`src/rtl/sha_word_streamer_pkg.sv`:
```
// rtl/sha_word_streamer_pkg.sv - shared types and defaults for the SHA word streamer
package sha_stream_pkg;

    typedef enum logic {ST_STREAM, ST_FILL} stream_state_e;

    localparam int DEFAULT_DATA_W      = 64;
    localparam int DEFAULT_BLOCK_WORDS = 512 / DEFAULT_DATA_W;

endpackage

```
`src/rtl/sha_word_streamer_if.sv`:
```
// rtl/sha_word_streamer_if.sv - input and output word streams of the SHA word streamer
interface sha_word_streamer_if #(
    parameter int DATA_W = 64
);
    logic              in_valid;
    logic              in_ready;
    logic [DATA_W-1:0] in_data;
    logic              in_last;
    logic              out_valid;
    logic              out_ready;
    logic [DATA_W-1:0] out_data;
    logic              out_first;
    logic              out_blk_last;
    logic              out_msg_last;

    modport master (
        output in_valid, in_data, in_last, out_ready,
        input  in_ready, out_valid, out_data, out_first, out_blk_last, out_msg_last
    );

    modport slave (
        input  in_valid, in_data, in_last, out_ready,
        output in_ready, out_valid, out_data, out_first, out_blk_last, out_msg_last
    );
endinterface

```
`src/rtl/sha_word_streamer_fifo.sv`:
```
// rtl/sha_word_streamer_fifo.sv - first-word-fall-through synchronous FIFO with occupancy output
module sha_sync_fifo #(
    parameter int W     = 65,
    parameter int DEPTH = 8,
    localparam int PTR_W = $clog2(DEPTH),
    localparam int LVL_W = $clog2(DEPTH) + 1
) (
    input  logic             clk,
    input  logic             rst_n,
    input  logic             push_i,
    input  logic [W-1:0]     wdata_i,
    input  logic             pop_i,
    output logic [W-1:0]     rdata_o,
    output logic             empty_o,
    output logic             full_o,
    output logic [LVL_W-1:0] level_o
);
    logic [W-1:0]     mem_q [DEPTH];
    logic [PTR_W-1:0] wr_ptr_q, wr_ptr_d;
    logic [PTR_W-1:0] rd_ptr_q, rd_ptr_d;
    logic [LVL_W-1:0] level_q, level_d;

    assign empty_o = (level_q == '0);
    assign full_o  = (level_q == LVL_W'(DEPTH));
    assign level_o = level_q;
    assign rdata_o = mem_q[rd_ptr_q];

    always_comb begin
        wr_ptr_d = wr_ptr_q;
        rd_ptr_d = rd_ptr_q;
        level_d  = level_q;
        if (push_i) wr_ptr_d = wr_ptr_q + PTR_W'(1);
        if (pop_i)  rd_ptr_d = rd_ptr_q + PTR_W'(1);
        case ({push_i, pop_i})
            2'b10:   level_d = level_q + LVL_W'(1);
            2'b01:   level_d = level_q - LVL_W'(1);
            default: level_d = level_q;
        endcase
    end

    always_ff @(posedge clk) begin
        if (!rst_n) begin
            wr_ptr_q <= '0;
            rd_ptr_q <= '0;
            level_q  <= '0;
        end else begin
            wr_ptr_q <= wr_ptr_d;
            rd_ptr_q <= rd_ptr_d;
            level_q  <= level_d;
        end
    end

    // Storage needs no reset: a slot is only read after it has been written.
    always_ff @(posedge clk) begin
        if (push_i) mem_q[wr_ptr_q] <= wdata_i;
    end
endmodule

```
`src/rtl/sha_word_streamer.sv`:
```
// rtl/sha_word_streamer.sv - frames buffered message words into zero-filled SHA blocks
module sha_word_streamer
    import sha_stream_pkg::*;
#(
    parameter int DATA_W      = DEFAULT_DATA_W,
    parameter int DEPTH       = 8,
    parameter int BLOCK_WORDS = DEFAULT_BLOCK_WORDS,
    parameter int CNT_W       = 32,
    localparam int LVL_W      = $clog2(DEPTH) + 1
) (
    input  logic             clk,
    input  logic             rst_n,
    sha_word_streamer_if.slave s,
    output logic [LVL_W-1:0] level,
    output logic [CNT_W-1:0] word_cnt,
    output logic [CNT_W-1:0] blk_cnt
);
    localparam int IDX_W = $clog2(BLOCK_WORDS);
    localparam logic [IDX_W-1:0] IDX_LAST = IDX_W'(BLOCK_WORDS - 1);

    stream_state_e     state_q, state_d;
    logic [IDX_W-1:0]  idx_q, idx_d;
    logic [CNT_W-1:0]  word_cnt_q, word_cnt_d;
    logic [CNT_W-1:0]  blk_cnt_q, blk_cnt_d;

    logic              full, empty, push, pop, xfer, idx_last, out_valid;
    logic [DATA_W:0]   head;
    logic              head_last;
    logic [DATA_W-1:0] head_data;

    assign s.in_ready = rst_n && !full;
    assign push       = s.in_valid && s.in_ready;
    assign {head_last, head_data} = head;
    assign idx_last   = (idx_q == IDX_LAST);

    sha_sync_fifo #(
        .W     (DATA_W + 1),
        .DEPTH (DEPTH)
    ) u_fifo (
        .clk     (clk),
        .rst_n   (rst_n),
        .push_i  (push),
        .wdata_i ({s.in_last, s.in_data}),
        .pop_i   (pop),
        .rdata_o (head),
        .empty_o (empty),
        .full_o  (full),
        .level_o (level)
    );

    always_comb begin
        state_d        = state_q;
        idx_d          = idx_q;
        word_cnt_d     = word_cnt_q;
        blk_cnt_d      = blk_cnt_q;
        out_valid      = 1'b0;
        s.out_data     = '0;
        s.out_msg_last = 1'b0;
        case (state_q)
            ST_STREAM: begin
                out_valid      = !empty;
                s.out_data     = empty ? '0 : head_data;
                s.out_msg_last = !empty && head_last && idx_last;
            end
            ST_FILL: begin
                out_valid      = 1'b1;
                s.out_msg_last = idx_last;
            end
            default: ;
        endcase
        xfer = out_valid && s.out_ready;
        pop  = xfer && (state_q == ST_STREAM);
        if (xfer) begin
            idx_d      = idx_last ? '0 : idx_q + IDX_W'(1);
            word_cnt_d = word_cnt_q + CNT_W'(1);
            if (idx_last) blk_cnt_d = blk_cnt_q + CNT_W'(1);
            // A message closing before the block boundary pads the block with zero words.
            if (state_q == ST_STREAM && head_last && !idx_last) state_d = ST_FILL;
            if (state_q == ST_FILL && idx_last) state_d = ST_STREAM;
        end
    end

    assign s.out_valid    = out_valid;
    assign s.out_first    = out_valid && (idx_q == '0);
    assign s.out_blk_last = out_valid && idx_last;
    assign word_cnt       = word_cnt_q;
    assign blk_cnt        = blk_cnt_q;

    always_ff @(posedge clk) begin
        if (!rst_n) begin
            state_q    <= ST_STREAM;
            idx_q      <= '0;
            word_cnt_q <= '0;
            blk_cnt_q  <= '0;
        end else begin
            state_q    <= state_d;
            idx_q      <= idx_d;
            word_cnt_q <= word_cnt_d;
            blk_cnt_q  <= blk_cnt_d;
        end
    end
endmodule

```
`src/flat_wrapper.sv`:
```
// flat-port wrapper written by rule: the top's interface ports become plain ports
module sha_word_streamer_flat import sha_stream_pkg::*;
#(
    parameter int DATA_W      = DEFAULT_DATA_W,
    parameter int DEPTH       = 8,
    parameter int BLOCK_WORDS = DEFAULT_BLOCK_WORDS,
    parameter int CNT_W       = 32,
    localparam int LVL_W      = $clog2(DEPTH) + 1
)
  (clk, rst_n, level, word_cnt, blk_cnt, s_in_valid, s_in_data, s_in_last, s_out_ready, s_in_ready, s_out_valid, s_out_data, s_out_first, s_out_blk_last, s_out_msg_last);
  sha_word_streamer_if #(.DATA_W(DATA_W)) s_i ();
  input  logic clk;
  input  logic rst_n;
  output logic [LVL_W-1:0] level;
  output logic [CNT_W-1:0] word_cnt;
  output logic [CNT_W-1:0] blk_cnt;
  input wire logic [$bits(s_i.in_valid)-1:0] s_in_valid;
  input wire logic [$bits(s_i.in_data)-1:0] s_in_data;
  input wire logic [$bits(s_i.in_last)-1:0] s_in_last;
  input wire logic [$bits(s_i.out_ready)-1:0] s_out_ready;
  output wire logic [$bits(s_i.in_ready)-1:0] s_in_ready;
  output wire logic [$bits(s_i.out_valid)-1:0] s_out_valid;
  output wire logic [$bits(s_i.out_data)-1:0] s_out_data;
  output wire logic [$bits(s_i.out_first)-1:0] s_out_first;
  output wire logic [$bits(s_i.out_blk_last)-1:0] s_out_blk_last;
  output wire logic [$bits(s_i.out_msg_last)-1:0] s_out_msg_last;
  assign s_i.in_valid = s_in_valid;
  assign s_i.in_data = s_in_data;
  assign s_i.in_last = s_in_last;
  assign s_i.out_ready = s_out_ready;
  assign s_in_ready = s_i.in_ready;
  assign s_out_valid = s_i.out_valid;
  assign s_out_data = s_i.out_data;
  assign s_out_first = s_i.out_first;
  assign s_out_blk_last = s_i.out_blk_last;
  assign s_out_msg_last = s_i.out_msg_last;
  sha_word_streamer #(.DATA_W(DATA_W), .DEPTH(DEPTH), .BLOCK_WORDS(BLOCK_WORDS), .CNT_W(CNT_W)) u_core (.clk(clk), .rst_n(rst_n), .s(s_i), .level(level), .word_cnt(word_cnt), .blk_cnt(blk_cnt));
endmodule
```
`config.mk`:
```
export PLATFORM = sky130hd
export DESIGN_NAME = sha_word_streamer_flat
export DESIGN_NICKNAME = d
export VERILOG_FILES = /design/src/rtl/sha_word_streamer_pkg.sv /design/src/rtl/sha_word_streamer_if.sv /design/src/rtl/sha_word_streamer_fifo.sv /design/src/rtl/sha_word_streamer.sv /design/src/flat_wrapper.sv
export SDC_FILE = /design/constraint.sdc
export NUM_CORES = 1
export LEC_CHECK = 0
export BUFFER_PORTS_ARGS = -buffer_cell sky130_fd_sc_hd__buf_2
export CAP_MARGIN = 20
export CORE_ASPECT_RATIO = 0.6
export CORE_MARGIN = 2
export CORE_UTILIZATION = 40
export DETAILED_ROUTE_END_ITERATION = 7
export PLACE_DENSITY = 0.61
export SETUP_SLACK_MARGIN = 0.1
export SYNTH_ARGS = -nofsm -noshare
export SYNTH_HDL_FRONTEND = slang
export SYNTH_SLANG_ARGS = --single-unit
```
`constraint.sdc`:
```
create_clock -name clk -period 13 [get_ports clk]
set_input_delay 1.95 -clock clk [delete_from_list [all_inputs] [get_ports clk]]
set_output_delay 1.95 -clock clk [all_outputs]
set_load 0.005 [all_outputs]
```
==> impl_metrics.csv <==
group,metric,value,unit
outcome,status,"completed",
synthesis,avgSynthCellArea,18.4,um2
floorplan,coreArea,59100,um2
grt,grt-ovfl-total,0,
grt,grt_util_all_layers,17.0,%
pwr,swShare,26.7,%
drt,wl,52500,um
drt,drc,0,
synthesis,yosysMostFrequentCell,"edfxtp_1",
clock_network,cts.htree.levels,2,
drt,avgRoutedWirePerCell,22.4,um
floorplan,die_h,193,um
synthesis,postSynthNetCount,1375,
layout,area_delta_synth_final,16.2,%
synthesis,ys_seq_area_share,72.2,%
layout,nets,1587,
timing,fin_tns_setup,0,ns
grt,grt_pass1_wl,80400,um
pwr,power_density,179,nW/um2
synthesis,synth_top_area_cell,"edfxtp_1",
clock_network,cts.path.max_buffers,3,
timing,hold_viol_final,0,
hold_path,hold_start,"u_core.word_cnt[31]",
grt,grt_pass1_vias,13000,
pwr,ir_drop,0.000153,V
synthesis,synth_cells,1296,
drt,drtIter0Drc,1006,
clock_network,cts_buffers,56,
drt,dr_total_vias,12600,
drt,post_drt_via_cell_ratio,5.39,
floorplan,die_area,61700,um2
clock_network,ctsHoldBuffers,0,
synthesis,ys_types,56,
floorplan,ios,206,
timing,fmax,174,MHz
synthesis,synth_top_cell_area_share,65.4,%
timing,period_share,44.3,%
timing,setup_violations,0,
clock_network,clock_latency,0.62,ns
timing,tightest_slew,1.03,ns
critical_path,cp_max_fo,40,
hold_path,hold_path_class,"reg2reg",
grt,grt_start_max_net_pins,65,
pwr,p_switching,0.00133,W
layout,layout-drive-gt1-share,31.5,%
critical_path,critPathRequiredTime,11.05,ns
clock_network,cts_root_buf,"clkbuf_16",
pwr,power.total,0.00496,W
timing,drv_slew,0,
pwr,power.leakage,8.92,nW
critical_path,reg2reg_from,"u_core.u_fifo.level_o[1]",
timing,fin_skew,0.0353,ns
synthesis,yosys-top-cells-area,"edfxtp_1, mux4_2, dfxtp_1, mux2i_1, nor2_1",
grt,antenna_found_initial,8,
clock_network,cts_resized,0,
synthesis,synth_edf_count,520,
critical_path,cp_data_arrival_time,3.81,ns
critical_path,crit_type,"reg2out",
clock_network,clkTransAtPathRegs,0.06,ns
pwr,p_int,0.00364,W
floorplan,initial_core_util,40.4,%
clock_network,tritoncts,"yes",
drt,firstDrtPassIters,5,
layout,fin_cells,2340,
pwr,pwr-share-clk,35.5,%
timing,slew_headroom,31.4,%
flow_run,cap_viol_max_count,0,
place,io_buffers,205,
floorplan,rows,69,
clock_network,clkSinkCount,601,
place,hpwl,28800,um
timing,holdWs,0.478,ns
pwr,p_comb_share,20.2,%
place,dpl.cell_count,2231,
synthesis,ys_ff_latch,601,
critical_path,end_kind,"primary output",
synthesis,synth-main-ff-cell,"edfxtp_1",
synthesis,yosysWarningCount,0,
timing,grt_setup_unrepaired,"false",
timing,fin_crit,5.76,ns
synthesis,async_flop_share,0,%
critical_path,startpoint_type,"register",
drt,postRouteAntennaNets,0,
pwr,seqPwrFrac,44.2,%
synthesis,synthTopCellsByCount,"edfxtp_1, mux4_2, nor2_1, dfxtp_1, mux2i_1",
place,gp_congestion,0.802,
clock_network,post_cts_buffers,0,
synthesis,syn_area,23900,um2
floorplan,die_w,319,um
-- per-stage QoR --
step / worst slack, ns / area, um2 / utilization (%)
floorplan: 5.22 / 23900 / -
global placement: 7.74 / 25700 / 43.5
detailed placement: 7.73 / 25700 / 43.6
CTS: 7.04 / 27700 / 47.0
global route: 6.82 / 27700 / 47.0
finish: 7.24 / 27700 / 47.0
-- cells by family after synthesis --
kind of cell | count (synthesis) | synth area share (%)
muxes | 209 | 15.6
AOI/OAI and AO/OA | 113 | 3.49
adders and majority gates | 10 | 0.524
DFF | 601 | 72.2
buffers and inverters | 80 | 1.67
xor gates and xnor gates | 16 | 0.587
and+or+nand+nor | 267 | 5.93
-- flip-flops by register name (all words and copies together), names as in the netlist, named ones only --
signal and cells:
u_core.state_q 1, u_core.word_cnt 32, u_core.u_fifo.level_o 4, u_core.u_fifo.rd_ptr_q 3
u_core.u_fifo.wr_ptr_q 3, u_core.blk_cnt 32, u_core.u_fifo.mem_q 520, u_core.idx_q 3
-- routing by layer --
| layer | global-route usage, % | wire length (um) | up-vias | share of wire, % |
|---|---|---|---|---|
| met4 | 4.63 | 1060 | 10 | 2.0 |
| met2 | 27.4 | 25100 | 257 | 48 |
| met5 | 0 | 58 | - | 0.11 |
| met3 | 3.26 | 2430 | 87 | 4.6 |
| li1 | - | - | 5704 | - |
| met1 | 23.9 | 23800 | 6550 | 45 |
-- layout make-up --
class,count,area (um2)
Fill cell,5066,31300
Sequential cell,601,17200
Multi-Input combinational cell,615,6290
Clock buffer,62,1470
Timing Repair Buffer,224,1180
Tap cell,781,977
Clock inverter,44,532
Inverter,10,37.5
Antenna cell,3,7.51
-- cell usage in the layout, fill, tap and decap left out, types with 13 or more instances in the layout --
cell type / instances
clkinv_2: 13
nand4_1: 18
nor2_1: 83
o21ai_1: 13
mux4_2: 130
o31ai_1: 21
or4_1: 25
buf_4: 18
mux2i_1: 79
nand2b_1: 13
nand3_1: 19
dfxtp_1: 78
edfxtp_1: 520
a21oi_1: 36
or3_1: 19
nand2_1: 32
clkbuf_16: 58
buf_2: 205
-- power groups by stage --
stage / registers (W) / logic (W) / clock network (W)
detailed placement: 0.00224 / 0.00103 / 0
global route: 0.00220 / 0.00110 / 0.00189
CTS: 0.00220 / 0.00103 / 0.00181
global placement: 0.00224 / 0.00103 / 0
floorplan: 0.00220 / 0.000708 / 0
finish: 0.00220 / 0.00100 / 0.00176
-- final timing paths --
| path | end | slack (ns) | cells after the start |
|---|---|---|---|
| setup / recovery | s_out_data[52] | 7.24 | 6 |
| hold / removal | u_core.word_cnt[31] | 0.48 | 2 |
| setup reg to reg | u_core.u_fifo.mem_q[6][20] | 9.79 | 5 |
| hold reg to reg | u_core.word_cnt[31] | 0.48 | 2 |
-- worst max-delay path: stages, from the launching register on --
cell and delay (ns):
dfxtp_4 0.68, buf_4 0.63, buf_4 0.77, mux4_2 0.60, mux2i_1 0.14, nor2_1 0.11
buf_2 0.21
Note: power is estimated with default switching activity, not from simulation.
